==> config.mk <==
export PLATFORM = sky130hd
export DESIGN_NAME = pipe_hazard_ctl
export DESIGN_NICKNAME = d
export VERILOG_FILES = /design/src/rtl/pipe_hazard_ctl.sv
export SDC_FILE = /design/constraint.sdc
export NUM_CORES = 1
export LEC_CHECK = 0
export ABC_AREA = 1
export CORE_ASPECT_RATIO = 1.25
export CORE_MARGIN = 3
export CORE_UTILIZATION = 50
export DETAILED_ROUTE_END_ITERATION = 8
export PLACE_DENSITY = 0.8
export SYNTH_ARGS = -nofsm -noshare
export SYNTH_HDL_FRONTEND = slang
export SYNTH_SLANG_ARGS = --single-unit
==> constraint.sdc <==
create_clock -name clk -period 1.9 [get_ports clk]
set_input_delay 0.19 -clock clk [delete_from_list [all_inputs] [get_ports clk]]
set_output_delay 0.19 -clock clk [all_outputs]
set_load 0.03 [all_outputs]
==> src/rtl/pipe_hazard_ctl.sv <==
// Pipeline hazard controller for the five-stage MIPS core.
// It handles load-use bubbles, taken-branch squashes and data-memory wait
// freezes, and it keeps saturating performance counters.
module pipe_hazard_ctl #(
  parameter int unsigned LOAD_STALLS = 1,
  parameter int unsigned CNT_W       = 16
) (
  input  logic             clk,
  input  logic             rst_n,
  input  logic [4:0]       ifid_rs,
  input  logic [4:0]       ifid_rt,
  input  logic             ifid_use_rt,
  input  logic             idex_memread,
  input  logic [4:0]       idex_rt,
  input  logic             exmem_branch,
  input  logic             exmem_zero,
  input  logic             exmem_memacc,
  input  logic             dmem_ready,
  input  logic             cnt_clr,
  output logic             pc_en,
  output logic             ifid_en,
  output logic             idex_en,
  output logic             exmem_en,
  output logic             ifid_flush,
  output logic             idex_bubble,
  output logic             exmem_bubble,
  output logic             pcsrc,
  output logic [CNT_W-1:0] stall_cnt,
  output logic [CNT_W-1:0] wait_cnt,
  output logic [CNT_W-1:0] flush_cnt
);

  typedef enum logic [1:0] {RUN, LDSTALL, MEMWAIT} state_t;
  typedef enum logic [1:0] {A_PASS, A_FREEZE, A_FLUSH, A_STALL} act_t;

  state_t     state, state_nxt;
  state_t     ret, ret_nxt;
  state_t     eff;
  logic [1:0] rem, rem_nxt;
  act_t       act;
  logic       lu, tb, mw;
  logic       inc_stall, inc_wait, inc_flush;

  // Raw hazard terms from the current pipeline contents.
  always_comb begin
    lu = idex_memread && (idex_rt != '0) &&
         ((idex_rt == ifid_rs) || (ifid_use_rt && (idex_rt == ifid_rt)));
    tb = exmem_branch && exmem_zero;
    mw = exmem_memacc && !dmem_ready;
  end

  // State, remaining-stall and resume registers.
  always_ff @(posedge clk or negedge rst_n) begin
    if (!rst_n) begin
      state <= RUN;
      rem   <= '0;
      ret   <= RUN;
    end else begin
      state <= state_nxt;
      rem   <= rem_nxt;
      ret   <= ret_nxt;
    end
  end

  // Next-state and action decode; MEMWAIT resolves to its resume state as
  // soon as memory is ready, so that cycle decodes as RUN or LDSTALL directly.
  always_comb begin
    state_nxt = state;
    rem_nxt   = rem;
    ret_nxt   = ret;
    act       = A_PASS;
    inc_stall = 1'b0;
    inc_wait  = 1'b0;
    inc_flush = 1'b0;
    eff       = (state == MEMWAIT) ? ret : state;

    if (mw) begin
      act      = A_FREEZE;
      inc_wait = 1'b1;
      if (state != MEMWAIT) begin
        ret_nxt   = state;
        state_nxt = MEMWAIT;
      end
    end else if (eff == LDSTALL) begin
      if (tb) begin
        act       = A_FLUSH;
        inc_flush = 1'b1;
        rem_nxt   = '0;
        state_nxt = RUN;
      end else begin
        act       = A_STALL;
        inc_stall = 1'b1;
        rem_nxt   = rem - 2'd1;
        state_nxt = (rem == 2'd1) ? RUN : LDSTALL;
      end
    end else begin
      state_nxt = RUN;
      if (tb) begin
        act       = A_FLUSH;
        inc_flush = 1'b1;
      end else if (lu) begin
        act       = A_STALL;
        inc_stall = 1'b1;
        if (LOAD_STALLS > 1) begin
          rem_nxt   = 2'(LOAD_STALLS - 1);
          state_nxt = LDSTALL;
        end
      end
    end
  end

  // Latch controls from the decoded action, forced low while in reset.
  always_comb begin
    pc_en        = 1'b0;
    ifid_en      = 1'b0;
    idex_en      = 1'b0;
    exmem_en     = 1'b0;
    ifid_flush   = 1'b0;
    idex_bubble  = 1'b0;
    exmem_bubble = 1'b0;
    pcsrc        = 1'b0;
    case (act)
      A_PASS: begin
        pc_en    = 1'b1;
        ifid_en  = 1'b1;
        idex_en  = 1'b1;
        exmem_en = 1'b1;
      end
      A_FLUSH: begin
        pc_en        = 1'b1;
        ifid_en      = 1'b1;
        idex_en      = 1'b1;
        exmem_en     = 1'b1;
        ifid_flush   = 1'b1;
        idex_bubble  = 1'b1;
        exmem_bubble = 1'b1;
        pcsrc        = 1'b1;
      end
      A_STALL: begin
        idex_en     = 1'b1;
        exmem_en    = 1'b1;
        idex_bubble = 1'b1;
      end
      default: ;
    endcase
    if (!rst_n) begin
      pc_en        = 1'b0;
      ifid_en      = 1'b0;
      idex_en      = 1'b0;
      exmem_en     = 1'b0;
      ifid_flush   = 1'b0;
      idex_bubble  = 1'b0;
      exmem_bubble = 1'b0;
      pcsrc        = 1'b0;
    end
  end

  // Saturating performance counters; clear overrides any increment.
  always_ff @(posedge clk or negedge rst_n) begin
    if (!rst_n) begin
      stall_cnt <= '0;
      wait_cnt  <= '0;
      flush_cnt <= '0;
    end else if (cnt_clr) begin
      stall_cnt <= '0;
      wait_cnt  <= '0;
      flush_cnt <= '0;
    end else begin
      if (inc_stall && (stall_cnt != '1)) stall_cnt <= stall_cnt + CNT_W'(1);
      if (inc_wait  && (wait_cnt  != '1)) wait_cnt  <= wait_cnt  + CNT_W'(1);
      if (inc_flush && (flush_cnt != '1)) flush_cnt <= flush_cnt + CNT_W'(1);
    end
  end

endmodule

==> summary.txt <==
Run
  • Max-Cap Viols: 0

Power
  • Pwr Density: 517.8 nW/um2
  • Leakage power total: 2.027 nW
  • Peak supply drop: 0.0004180 V
  • Pwr Total: 2.333 mW

Floorplanning
  • Core area: 6606 um2
  • Starting Density: 51.72%
  • Die area: 7868 um2
  • Row count: 33
  • Die width: 79.94 um
  • Ports: 80
  • Die H: 98.43 um

Yosys
  • Post-Syn Area: 3417 um2
  • Post-synth top area cell: dfrtp_1
  • Number of library cell types mapped by synthesis: 32
  • Top cells by count, synth: 122 x nand2_1, 75 x nor2_1, 61 x inv_1
  • Post-synthesis simple-gate area fraction: 36.69%
  • Largest family of logic cells by synthesized area: simple AND/OR/NAND/NOR gates
  • Compound-cell area share of the yosys netlist: 7.616%
  • Most common cell in the netlist: nand2_1
  • XOR/XNOR Fraction of Synth Area: 5.383%
  • Leading post-synthesis cells by cell area: dfrtp_1 40%, nand2_1 13%, nor2_1 8.2%
  • Seq/Total Area, Yosys: 39.55%
  • Syn nets: 520
  • Most used DFF post-synth: dfrtp_1
  • Synth warn: 0
  • Syn avg cell area: 6.945 um2
  • Synth Area in Adders: 1.465%
  • #FFs+latches synth: 54
  • Yosys top cell area share: 39.55%
  • Mapped Cells: 492
  • Post-synth EDFFs: 0
  • Async S/R FF share, synth: 100.0%
  • Multiplexer area fraction after synthesis: 0%

Placement
  • GP Congestion: 0.9677
  • Placed Instance Area: 4340 um2
  • Post-DP HPWL: 6332 um
  • Port bufs: 79

Routing
  • Drt wl/cell: 12.90 um
  • 1st-iter DRT viols: 232
  • Via Count: 3484
  • Drt drc: 0
  • Final wirelength: 8657 um
  • Vias/cell: 5.192
  • Drt first pass iters: 4
  • ANT nets after route: 0

Global routing
  • Overflow after GRT: 0
  • Vias in the first global route: 3324
  • Routing usage on met3: 3.473%
  • Largest net degree at the start of global routing: 55
  • GR Util met1: 27.76%
  • Antenna violations before repair: 0
  • Most used routing layer: met2
  • Met2 Use GR: 38.84%
  • Total GRT Usage: 22.27%
  • First-pass GRT wire length: 14430 um

STA
  • Final setup viols: 0
  • Setup TNS: 0 ns
  • Unrepaired setup endpoints after global routing: true
  • Layout Skew: 0.01014 ns
  • Fmax: 553.1 MHz
  • Max_slew headroom: 53.98%
  • Hold Fails Final Rpt: 0
  • Worst Tran Pin Value: 0.6903 ns
  • Final Cycle Share: 95.16%
  • Min cycle time layout: 1.808 ns
  • Max Slew Vio Count: 0

Clocking
  • Reg clk slew, reported paths: 0.09 ns
  • TritonCTS clock tree: yes
  • Root buffer selected by CTS: clkbuf_8
  • Clock Sinks: 54
  • CTS buffer count: 5
  • Htree depth: 2
  • Worst skew pair latency: 0.30 ns
  • CTS Buffer Depth: 2

Worst setup path
  • Setup crit end kind: output pin
  • CP max stage delay: 0.72 ns
  • Critical path class: in -> out
  • Critical Path Fanout Max: 4
  • CP dominant cell by count: clkdlybuf4s50_1
  • Startpoint types: input pin
  • CP max stage cell: clkdlybuf4s50_1
  • Crit-path cells: clkdlybuf4s50_1 -> nor2_2 -> nor2_1 -> clkdlybuf4s50_1
  • Worst Path Arrival: 1.62 ns
  • Req. time, crit path: 1.71 ns

Outcome
  • Status: finished clean

Final layout
  • Finished Core Util: 68.18%
  • Filler cells: 580
  • Fin nets: 611
  • Layout cells sized above 1: 8.904%
  • Final Instance Area: 4504 um2
  • Ant. Diodes: 0
  • Area Overhead vs Synth: 31.82%

Min path
  • Hold crit path type: in -> async
cells in the final DEF, fill, tap and decap left out, drive strengths merged:
cell,count
a21o,1
a21oi,12
xor2,17
a21boi,1
nand2,127
dlymetal6s2s,1
a31oi,2
a211oi,1
nor2,76
o21bai,2
clkbuf,7
nor3,22
nor3b,2
ha,4
clkinv,2
nand4,6
clkdlybuf4s50,71
inv,61
buf,26
nand3,56
o31ai,3
xnor2,4
o21ai,24
nor4,1
o21a,1
dfrtp,54
metrics by stage:
step                      hold WS (ns)  setup WS [ns]  cells
after floorplan                -0.1056        0.02664    492
after global routing           0.08843       -0.06685    671
after detailed placement        0.3877      -0.007406    659
after CTS                      0.05412        0.01416    667
final                          0.02438        0.09190    671
after global placement          0.3935        0.03196    659
final timing paths:
path | startpoint | endpoint | slack (ns) | cells past startpoint
setup / recovery | dmem_ready | idex_en | 0.09 | 4
hold / removal | rst_n | wait_cnt[4]$_DFFE_PN0P_ | 0.02 | 2
setup reg to reg | wait_cnt[1]$_DFFE_PN0P_ | wait_cnt[10]$_DFFE_PN0P_ | 0.13 | 9
hold reg to reg | rem[0]$_DFFE_PN0P_ | rem[0]$_DFFE_PN0P_ | 0.52 | 1
max in group asynchronous | rst_n | flush_cnt[15]$_DFFE_PN0P_ | 1.41 | 2
min in group clk | rem[0]$_DFFE_PN0P_ | rem[0]$_DFFE_PN0P_ | 0.52 | 1
critical path, delay by kind of cell:
kind,cells,cell delay [ns]
buf+inv,2,1.19
simple gates,2,0.25
cell families (layout without fill, tap and decap cells):
family	Yosys count	after routing
simple gates	290	290
buf+inv	76	168
flops	54	54
compound gates	47	47
xor+xnor	21	21
fa+ha+maj	4	4
final cells by class:
class	instances	area (um2)	share of cell area, %
clock buffer	7	86.33	1.917
clock inverter	1	5.005	0.1111
inverter	62	232.7	5.167
multi-input combinational	362	1792	39.78
sequential	54	1351	30.00
tap	87	108.9	2.417
timing repair buffer	98	928.4	20.61
layer usage:
metal	vias to the layer above	routed length (um)
met5	-	0
met4	0	148
met3	16	479
met2	114	4350
met1	1604	3679
li1	1750	-
repair_timing:
| item | 4_1_cts | 5_1_grt |
|---|---|---|
| setup endpoints to repair | 0 | 43 |
| setup buffers | 0 | 4 |
| hold buffers | 0 | 0 |
| resized for setup | 0 | 12 |
where the power goes:
part,leakage (nW),total [mW],switching (mW),internal (mW)
sequential,0.743,1.22,0.0304,1.19
combinational,1.24,0.450,0.262,0.188
clock,0.0482,0.659,0.363,0.295
registers in the layout (all words and copies together), names as in the netlist:
register   count
ret            2
state          2
wait_cnt      16
flush_cnt     16
stall_cnt     16
rem            2
(Power assumes the default switching activity.)
